### src/rtl/mycpu_pkg.sv
// mycpu_pkg: shared PC-select command encoding for the fetch unit
package mycpu_pkg;

    localparam int PC_SEL_W = 3;

    typedef enum logic [PC_SEL_W-1:0] {
        PC_HOLD   = 3'b000,
        PC_INC    = 3'b001,
        PC_BRANCH = 3'b010,
        PC_JUMP   = 3'b011,
        PC_CALL   = 3'b100,
        PC_RET    = 3'b101
    } pc_sel_e;

endpackage

### src/rtl/pc_ras_ras_stack.sv
// ras_stack: circular return-address stack with saturating count
module ras_stack #(
    parameter int PC_W      = 16,
    parameter int RAS_DEPTH = 4
) (
    input  logic                       clk,
    input  logic                       rst,
    input  logic                       push,
    input  logic                       pop,
    input  logic [PC_W-1:0]            din,
    output logic [PC_W-1:0]            top,
    output logic [$clog2(RAS_DEPTH):0] cnt,
    output logic                       full,
    output logic                       empty
);

    localparam int PTR_W = $clog2(RAS_DEPTH);
    localparam int CNT_W = PTR_W + 1;

    logic [PC_W-1:0]  mem [RAS_DEPTH];
    logic [PTR_W-1:0] wp;
    logic [PTR_W-1:0] rp;

    assign rp    = wp - PTR_W'(1);
    assign full  = cnt == CNT_W'(RAS_DEPTH);
    assign empty = cnt == '0;
    assign top   = empty ? '0 : mem[rp];

    // entry storage needs no reset; a full push simply overwrites the oldest slot
    always_ff @(posedge clk)
        if (push) mem[wp] <= din;

    // pointer and count; pops on an empty stack are ignored
    always_ff @(posedge clk) begin
        if (rst) begin
            wp  <= '0;
            cnt <= '0;
        end else if (push) begin
            wp  <= wp + PTR_W'(1);
            cnt <= full ? cnt : cnt + CNT_W'(1);
        end else if (pop && !empty) begin
            wp  <= rp;
            cnt <= cnt - CNT_W'(1);
        end
    end

endmodule

### src/rtl/pc_ras.sv
// pc_ras: program counter with integrated return-address stack
module pc_ras
    import mycpu_pkg::*;
#(
    parameter int              PC_W      = 16,
    parameter int              OFS_W     = 6,
    parameter int              RAS_DEPTH = 4,
    parameter logic [PC_W-1:0] RESET_PC  = '0
) (
    input  logic                       clk,
    input  logic                       rst,
    input  logic                       stall_in,
    input  logic [PC_SEL_W-1:0]        ps_in,
    input  logic [OFS_W-1:0]           ofs_in,
    input  logic [PC_W-1:0]            ra_in,
    input  logic                       clr_err_in,
    output logic [PC_W-1:0]            pc_out,
    output logic [PC_W-1:0]            ras_top_out,
    output logic [$clog2(RAS_DEPTH):0] ras_cnt_out,
    output logic                       ras_ovf_out,
    output logic                       ras_unf_out
);

    pc_sel_e         sel;
    logic [PC_W-1:0] ofs_ext;
    logic [PC_W-1:0] pc_inc;
    logic [PC_W-1:0] pc_br;
    logic [PC_W-1:0] pc_nxt;
    logic            push;
    logic            pop;
    logic            full;
    logic            empty;
    logic            ovf_set;
    logic            unf_set;

    assign sel     = pc_sel_e'(ps_in);
    assign ofs_ext = {{(PC_W-OFS_W){ofs_in[OFS_W-1]}}, ofs_in};
    assign pc_inc  = pc_out + PC_W'(1);
    assign pc_br   = pc_out + ofs_ext;
    assign push    = !stall_in && sel == PC_CALL;
    assign pop     = !stall_in && sel == PC_RET && !empty;
    assign ovf_set = push && full;
    assign unf_set = !stall_in && sel == PC_RET && empty;

    // next-PC select; reserved encodings fall through to hold
    always_comb
        pc_nxt = sel == PC_INC                      ? pc_inc :
                 sel == PC_BRANCH || sel == PC_CALL ? pc_br :
                 sel == PC_JUMP                     ? ra_in :
                 sel == PC_RET                      ? (empty ? pc_inc : ras_top_out) :
                                                      pc_out;

    // PC register and sticky flags; a set event beats clear, clear works while stalled
    always_ff @(posedge clk) begin
        if (rst) begin
            pc_out      <= RESET_PC;
            ras_ovf_out <= 1'b0;
            ras_unf_out <= 1'b0;
        end else begin
            if (!stall_in) pc_out <= pc_nxt;
            ras_ovf_out <= ovf_set | (ras_ovf_out & ~clr_err_in);
            ras_unf_out <= unf_set | (ras_unf_out & ~clr_err_in);
        end
    end

    ras_stack #(
        .PC_W      (PC_W),
        .RAS_DEPTH (RAS_DEPTH)
    ) u_stack (
        .clk   (clk),
        .rst   (rst),
        .push  (push),
        .pop   (pop),
        .din   (pc_inc),
        .top   (ras_top_out),
        .cnt   (ras_cnt_out),
        .full  (full),
        .empty (empty)
    );

endmodule
### config.mk
export PLATFORM = sky130hd
export DESIGN_NAME = pc_ras
export DESIGN_NICKNAME = d
export VERILOG_FILES = /design/src/rtl/mycpu_pkg.sv /design/src/rtl/pc_ras_ras_stack.sv /design/src/rtl/pc_ras.sv
export SDC_FILE = /design/constraint.sdc
export NUM_CORES = 1
export LEC_CHECK = 0
export ABC_AREA = 1
export BUFFER_PORTS_ARGS = -buffer_cell sky130_fd_sc_hd__buf_2
export CORE_AREA = 4 4 90 109
export CTS_CLUSTER_DIAMETER = 50
export DETAILED_ROUTE_END_ITERATION = 8
export DIE_AREA = 0 0 94 113
export PLACE_DENSITY_LB_ADDON = 0.05
export SYNTH_ARGS = -nofsm -noshare
export SYNTH_HDL_FRONTEND = slang
export SYNTH_SLANG_ARGS = --single-unit
### constraint.sdc
create_clock -name clk -period 6.7 [get_ports clk]
set_input_delay 1.675 -clock clk [delete_from_list [all_inputs] [get_ports clk]]
set_output_delay 1.675 -clock clk [all_outputs]
set_load 0.02 [all_outputs]
==> impl_results.md, run 1 <==
- PD cells: 203 nW/um^2
- Post-cts sizing count: 0
- Root cell of the clock tree: clkbuf_8
- GP Congestion: a little over 0.9
- Syn_nets: roughly 770
- CTS Buf Count: 9
- Sw Ratio: a little under a third
- Critical path buffers and inverters: 4
- Reg clk slew, reported paths: approximately 0.08 ns
- Maximum root-to-sink buffer count: 2
- Fin. max-slew vios: 0
- Period Utilization, post-route: 64.1%
- DRC viols: 0
- Combinational group share of total power: between 20% and 30%
- Final Routed Wirelength: between 10 and 15 mm
- CTS HTree Levels: 3
- DRT antenna net count: 0
- Switching pwr: 0.000376 W
- Post-CTS Setup Bufs: 0
- Clock Power Share: around 29%
- Rel. slew slack: approximately 37%
- Pint: roughly 0.00085 W
- Fin nets: ~830
- Final hold vios: 0
- Via count: 4,911
- Hold slack final: between 0.4 and 0.5 ns
- Hold crit path type: register to register
- Die Ht: roughly 110 um
- Max Cap Viol: 0
- First-pass iteration count of the detailed router: 5
- CTS tree: built
- FMAX: approximately 0.23 GHz
- Synth unique cells: 39
- #FFs+latches synth: between 80 and 90
- Sink Count: 87
- Die ar.: 10,600 sq um
- Largest net degree at the start of global routing: 37
- Port Buffers: 65
- Num ports: 66
- Crit Path Category: register to output pin
- P_leak: around 2.9 nW
- Critical-path top delay cell: ha_1
- Synth Cell Area: about 5500 sq um
- Cts hold-fix bufs: 0
- Worst Skew: roughly 0.015 ns
- Data required, critical path: between 5 and 6 ns
- Starting Density: between 60 and 70%
- Initial DRC Count: 330
- Critical Path Sink Type: output pin
- Worst path cell trace: inv_2 -> ha_1 -> inv_4 -> o21ai_0 -> o22ai_1 -> nand2_1 -> inv_1 -> buf_2
- Critical Path Fanout Max: 36
- HP Start: ras_unf_out$_SDFF_PP0_
- Setup violators final: 0
- Width of the die: around 94 um
- Post-synth EDFFs: 64
- Kind of cell adding the most delay to the critical path: buffers and inverters
- RSZ-0062 raised after global routing: false
- Setup Total Neg Slack: 0 ns
- Post-Syn Area per Cell: around 7.5 sq um
- Max stage delay on crit path: a little under 0.5 ns
- ANT cells: 0
- Period minus WS final: approximately 4.3 ns
- Drt wl/cell: between 15 and 20 um
- Primary FF master, synth: edfxtp_1
- Max IR drop VDD: just under 0.1 mV
- Vias in the first global route: between 4k and 5k
- Post-DP HPWL: ~10 mm
- Sequential share of power: between 40 and 50%
- Actual slew at the worst max-slew pin: approximately 0.95 ns
- Core footprint: approximately 8800 sq um
- Sequential area share after synthesis: 43.7%
- Status: complete, no violations
- Rows: 38
- Initial antenna violation count: 0
- CP Data Arrival Time: 2.62 ns
- Latest clock arrival within the worst-skew pair: around 0.36 ns
- Critical path launch point type: register
- Area grow syn2layout: 10.5%
- Synth warn: 0
- Drt via density: ~5.4
- Mapped Cells: approximately 720
- Total gr overflow: 0
- Worst setup startpoint: u_stack.wp[0]$_SDFFE_PP0P_
- First-pass GRT wire length: between 20 and 25 mm
- Gr usage total: between 20% and 30%
- Async SR Flop Fraction: 0%
- Share of layout cells above drive strength 1: 14.6%
- Reg2Reg Launch Point: u_stack.wp[0]$_SDFFE_PP0P_
[sequential cells by signal (all words and copies together), names as in the netlist]
| name | flops |
|---|---|
| u_stack.cnt | 3 |
| u_stack.mem | 64 |
| pc_out | 16 |
| ras_ovf_out | 1 |
| ras_unf_out | 1 |
| u_stack.wp | 2 |
[synth_stat cells, types with 2 or more instances]
master	count	area (sq um)
buf_4	6	45.0
nand4_1	5	31.3
xnor2_1	5	43.8
o22ai_1	5	31.3
o211ai_1	2	15.0
buf_2	13	65.1
nand2_1	197	739
nor3_1	2	10.0
clkinv_1	2	7.51
ha_1	20	250
nor2_2	4	25.0
o21ai_1	7	35.0
inv_1	88	330
inv_2	4	15.0
a21oi_1	42	210
or2_2	5	31.3
nor2_1	85	319
dfxtp_1	23	460
a21oi_2	3	26.3
xor2_1	4	35.0
nand3b_1	6	45.0
edfxtp_1	64	1920
fa_1	2	40.0
clkbuf_1	3	11.3
nand2_2	4	25.0
o21ai_0	58	290
nand3_2	2	20.0
nand3_1	51	255
[power by group through the flow]
stage,sequential (W),combinational (W),clock (W)
after global routing,0.000612,0.000297,0.000383
after detailed placement,0.000622,0.000261,0
final,0.000610,0.000264,0.000352
after floorplan,0.000627,0.000181,0
after global placement,0.000621,0.000256,0
after CTS,0.000609,0.000262,0.000354
[layout by cell type, fill, tap and decap left out, types with 2 or more instances in the layout]
cell type	n
nor2_1	82
nor3_1	2
clkinv_1	4
o21ai_1	7
a21oi_2	3
fa_1	2
nor2_2	7
nand3_2	2
a21oi_1	42
nand3_1	51
ha_1	20
or2_2	5
nand2_1	197
xnor2_1	5
buf_2	65
buf_4	5
inv_2	4
nand2_2	4
xor2_1	4
clkinvlp_4	2
o22ai_1	5
nand3b_1	6
nand4_1	5
inv_1	88
clkbuf_8	9
o211ai_1	2
dfxtp_1	23
edfxtp_1	64
o21ai_0	58
[tightest hold or removal path, delay by kind of cell, from the launching register on]
kind / cells / cell delay, ns
AOI/OAI and AO/OA: 1 / 0.06
DFF: 1 / 0.32
and+or+nand+nor: 1 / 0.06
[final timing paths]
| path | to | slack (ns) | cells past startpoint |
|---|---|---|---|
| min | ras_unf_out$_SDFF_PP0_ | 0.48 | 2 |
| max | ras_top_out[2] | 2.40 | 8 |
| min reg2reg | ras_unf_out$_SDFF_PP0_ | 0.48 | 2 |
| max reg2reg | pc_out[1]$_SDFFE_PP0P_ | 4.18 | 11 |
[through the flow]
step                std cells  total power (W)  cell area, sq um  util (%)  setup WS (ns)
floorplan                 723         0.000808              5460         -           3.20
global placement          889         0.000877              5840      66.0           2.83
detailed placement        889         0.000883              5840      66.0           2.79
CTS                       905          0.00123              6030      68.2           2.40
global route              905          0.00129              6030      68.2           2.20
finish                    905          0.00123              6030      68.2           2.40
[logic make-up (layout without fill, tap and decap cells)]
| logic type | count (synthesis) | after routing | share of synthesized area [%] |
|---|---|---|---|
| AO/OA/AOI/OAI | 120 | 120 | 11.6 |
| buffers and inverters | 119 | 181 | 9.08 |
| XOR/XNOR | 11 | 11 | 2.04 |
| AND/OR/NAND/NOR | 364 | 364 | 28.3 |
| flip-flops | 87 | 87 | 43.7 |
| adder cells (fa/ha/maj) | 22 | 22 | 5.32 |
[per-layer routing]
| layer | GRT usage (%) | vias to the layer above | share of wire (%) |
|---|---|---|---|
| met4 | 8.48 | 0 | 2.2 |
| met1 | 35.5 | 2255 | 42 |
| met2 | 44.9 | 158 | 50 |
| li1 | - | 2474 | - |
| met3 | 4.06 | 24 | 5.3 |
| met5 | 0 | - | 0 |
[final cells by class]
cell class	instances	area (sq um)
fillers	780	2820
well taps	120	150
repair buffers	70	363
clock inverters	6	61.3
inverters	95	359
clock buffers	10	128
multi-input cells	517	2580
flip-flops and latches	87	2380
Power figures use the tool's default switching activity.
==> inputs of run 2 (changes only) <==
CORE_AREA = 4 4 93 113   (was 4 4 90 109)
DIE_AREA = 0 0 97 117   (was 0 0 94 113)
clock period = 4 ns   (was 6.7 ns; I/O delays follow)
==> run 2 against run 1 <==
Against the previous run: setup slack lost 1.6 ns; critical path depth is 1 higher; worst hold slack got worse by 0.013 ns; clock skew down 0.0070 ns; non-clock buffer count is 9 higher; cell count rose by 1.2%; final area up 3.5%; highest routed layer unchanged.
==> impl_results.md, run 2 (same netlist as run 1, synthesis figures left out) <==
- Total gr overflow: 0 (unchanged)
- Critical-path top delay cell: ha_1
- Via count: 4,929 (+0.37%)
- Post-CTS Setup Bufs: 0 (unchanged)
- Commonest non-fill, non-tap cell in the layout: nand2_1
- ANT cells: 0 (unchanged)
- PD cells: 387 nW/um^2 (+90%)
- Reg clk slew, reported paths: 0.06 ns (-0.02 ns)
- CTS HTree Levels: 3 (unchanged)
- Post-DP HPWL: 10.5 mm (+5.1%)
- Rel. slew slack: 45.0% (+8.4 points)
- Final hold vios: 0 (unchanged)
- Largest net degree at the start of global routing: 36 (-2.7%)
- Port Buffers: 65 (unchanged)
- Fillers: 851 (+9.1%)
- First-pass GRT wire length: 22.7 mm (+2.9%)
- Register-to-register setup slack: 1.85 ns (-2.33 ns)
- Die Ht: 117 um (+3.5%)
- Drt wl/cell: 15.5 um (+3.1%)
- First-pass iteration count of the detailed router: 7 (+2)
- FMAX: between 0.3 and 0.4 GHz
- Critical path launch point type: register
- DRT antenna net count: 0 (unchanged)
- Hold Path End: ras_unf_out$_SDFF_PP0_
- Fin. max-slew vios: 0 (unchanged)
- CP most frequent cell: inv_1
- Initial antenna violation count: 0 (unchanged)
- Drt via density: 5.38 (-0.84%)
- Reg2Reg Launch Point: u_stack.wp[1]$_SDFFE_PP0P_
- Width of the die: 97 um (+3.2%)
- Cts hold-fix bufs: 0 (unchanged)
- Worst Skew: 0.00773 ns (-0.00696 ns)
- Top flop regs: u_stack.mem: 64 flops, pc_out: 16 flops, u_stack.cnt: 3 flops
- Setup Total Neg Slack: 0 ns (unchanged)
- Area grow syn2layout: 14.4%
- Period Utilization, post-route: around four fifths
- Max reg flops: 64 (unchanged)
- Die ar.: 11,300 sq um (+6.8%)
- RSZ-0062 raised after global routing: false
- Max Cap Viol: 0 (unchanged)
- Initial DRC Count: 360 (+9.1%)
- Post-cts sizing count: 0 (unchanged)
- Worst path cell trace: inv_1 -> ha_1 -> inv_4 -> nor2_1 -> o21ai_0 -> o21ai_1 -> nand2_1 -> inv_1 -> buf_2
- FF-to-FF End: pc_out[15]$_SDFFE_PP0P_
- Hold crit path type: register to register
- Share of layout cells above drive strength 1: 15.5% (+0.86 points)
- Max stage delay on crit path: 0.49 ns (about the same)
- Rows: 39 (+2.6%)
- HP Start: ras_unf_out$_SDFF_PP0_
- Period minus WS final: approximately 3.2 ns
- Num ports: 66 (unchanged)
- Setup violators final: 0 (unchanged)
- Root cell of the clock tree: clkbuf_16
- CTS tree: built
- Top Metal Used: met4
- WHS Path Cells: 2 (unchanged)
- Critical Path Sink Type: output pin
- Critical Path Fanout Max: 25 (-31%)
- Most flops, register: u_stack.mem
- Starting Density: 57.9% (-3.8 points)
- Gr usage total: 25.5% (-1.2 points)
- DRC viols: 0 (unchanged)
- Met3 Wirelength: 615 um (-14%)
- Design Power: 0.00242 W (+97%)
- Met1 WL: 5.97 mm (+3.8%)
- CP Data Arrival Time: 2.17 ns (-0.45 ns)
- CTS Buf Count: 9 (unchanged)
- Routed met2 length: 7.22 mm (+6.2%)
- Crit Path Category: register to output pin
- GP Congestion: 0.960 (+4.6%)
- Fin nets: 840 (+1.1%)
- Latest clock arrival within the worst-skew pair: 0.34 ns (-0.02 ns)
- Sink Count: 87 (unchanged)
- Data required, critical path: 3.00 ns (-2.03 ns)
- Maximum root-to-sink buffer count: 2 (unchanged)
- Actual slew at the worst max-slew pin: 0.822 ns (-0.127 ns)
- P_leak: 2.98 nW (+4.1%)
- Max IR drop VDD: 0.185 mV (+87%)
- Core footprint: 9420 sq um (+6.5%)
- Vias in the first global route: 4,670 (+1.5%)
- Status: complete, no violations
- Leading cell types in the layout, fill and taps excluded: 197 x nand2_1, 88 x inv_1, 85 x nor2_1
- Final Routed Wirelength: 14.2 mm (+4.4%)
- R2R depth: 12 (+1)
[run 2: cell types whose count changed in the layout (fill, tap and decap cells not counted), sizes merged]
cell    before  now
buf         70   79
bufinv       1    3
clkinv       5    3
clkbuf      10    9
[run 2: layout make-up]
class | instances | area [sq um] | share of cell area (%)
tap | 123 | 154 | 2.47
inverter | 95 | 359 | 5.76
multi-input combinational | 517 | 2580 | 41.3
clock buffer | 9 | 225 | 3.61
sequential | 87 | 2380 | 38.2
clock inverter | 6 | 110 | 1.76
timing repair buffer | 79 | 430 | 6.90
[run 2: routing by layer]
layer | vias up | GRT usage, %
met4 | 0 | 10.3
met2 | 142 | 46.5
met5 | - | 0
li1 | 2497 | -
met3 | 22 | 3.08
met1 | 2268 | 30.9
[run 2: how the worst max path moves through the flow]
stage | startpoint | endpoint | slack [ns]
after detailed placement | u_stack.wp[1]$_SDFFE_PP0P_ | ras_top_out[12] | 1.19
after global placement | ofs_in[0] | pc_out[6]$_SDFFE_PP0P_ | 1.25
after CTS | u_stack.wp[1]$_SDFFE_PP0P_ | ras_top_out[12] | 0.82
after floorplan | u_stack.wp[0]$_SDFFE_PP0P_ | ras_top_out[12] | 1.18
after global routing | u_stack.wp[1]$_SDFFE_PP0P_ | ras_top_out[12] | 0.65
final | u_stack.wp[1]$_SDFFE_PP0P_ | ras_top_out[4] | 0.83
[run 2: per-stage QoR]
stage / setup slack, ns / instance area, sq um / cells / utilization, % / hold WS [ns]
after global placement: 1.25 / 5900 / 901 / 62.7 / 0.454
after detailed placement: 1.19 / 5900 / 901 / 62.7 / 0.464
after CTS: 0.823 / 6240 / 916 / 66.2 / 0.472
after floorplan: 1.18 / 5460 / 723 / - / 0.501
after global routing: 0.646 / 6240 / 916 / 66.2 / 0.480
final: 0.826 / 6240 / 916 / 66.2 / 0.471
[run 2: report_power, final]
group,switching [W],internal [W],total (W)
Clock,0.000341,0.000605,0.000947
Sequential,0.0000296,0.000992,0.00102
Combinational,0.000299,0.000149,0.000448
[run 2: critical path, delay by kind of cell, from the launching register on]
family,cells,cell delay [ns]
buffers and inverters,4,0.50
adder cells (fa/ha/maj),1,0.49
AO/OA/AOI/OAI,2,0.23
AND/OR/NAND/NOR,2,0.24
flip-flops,1,0.38
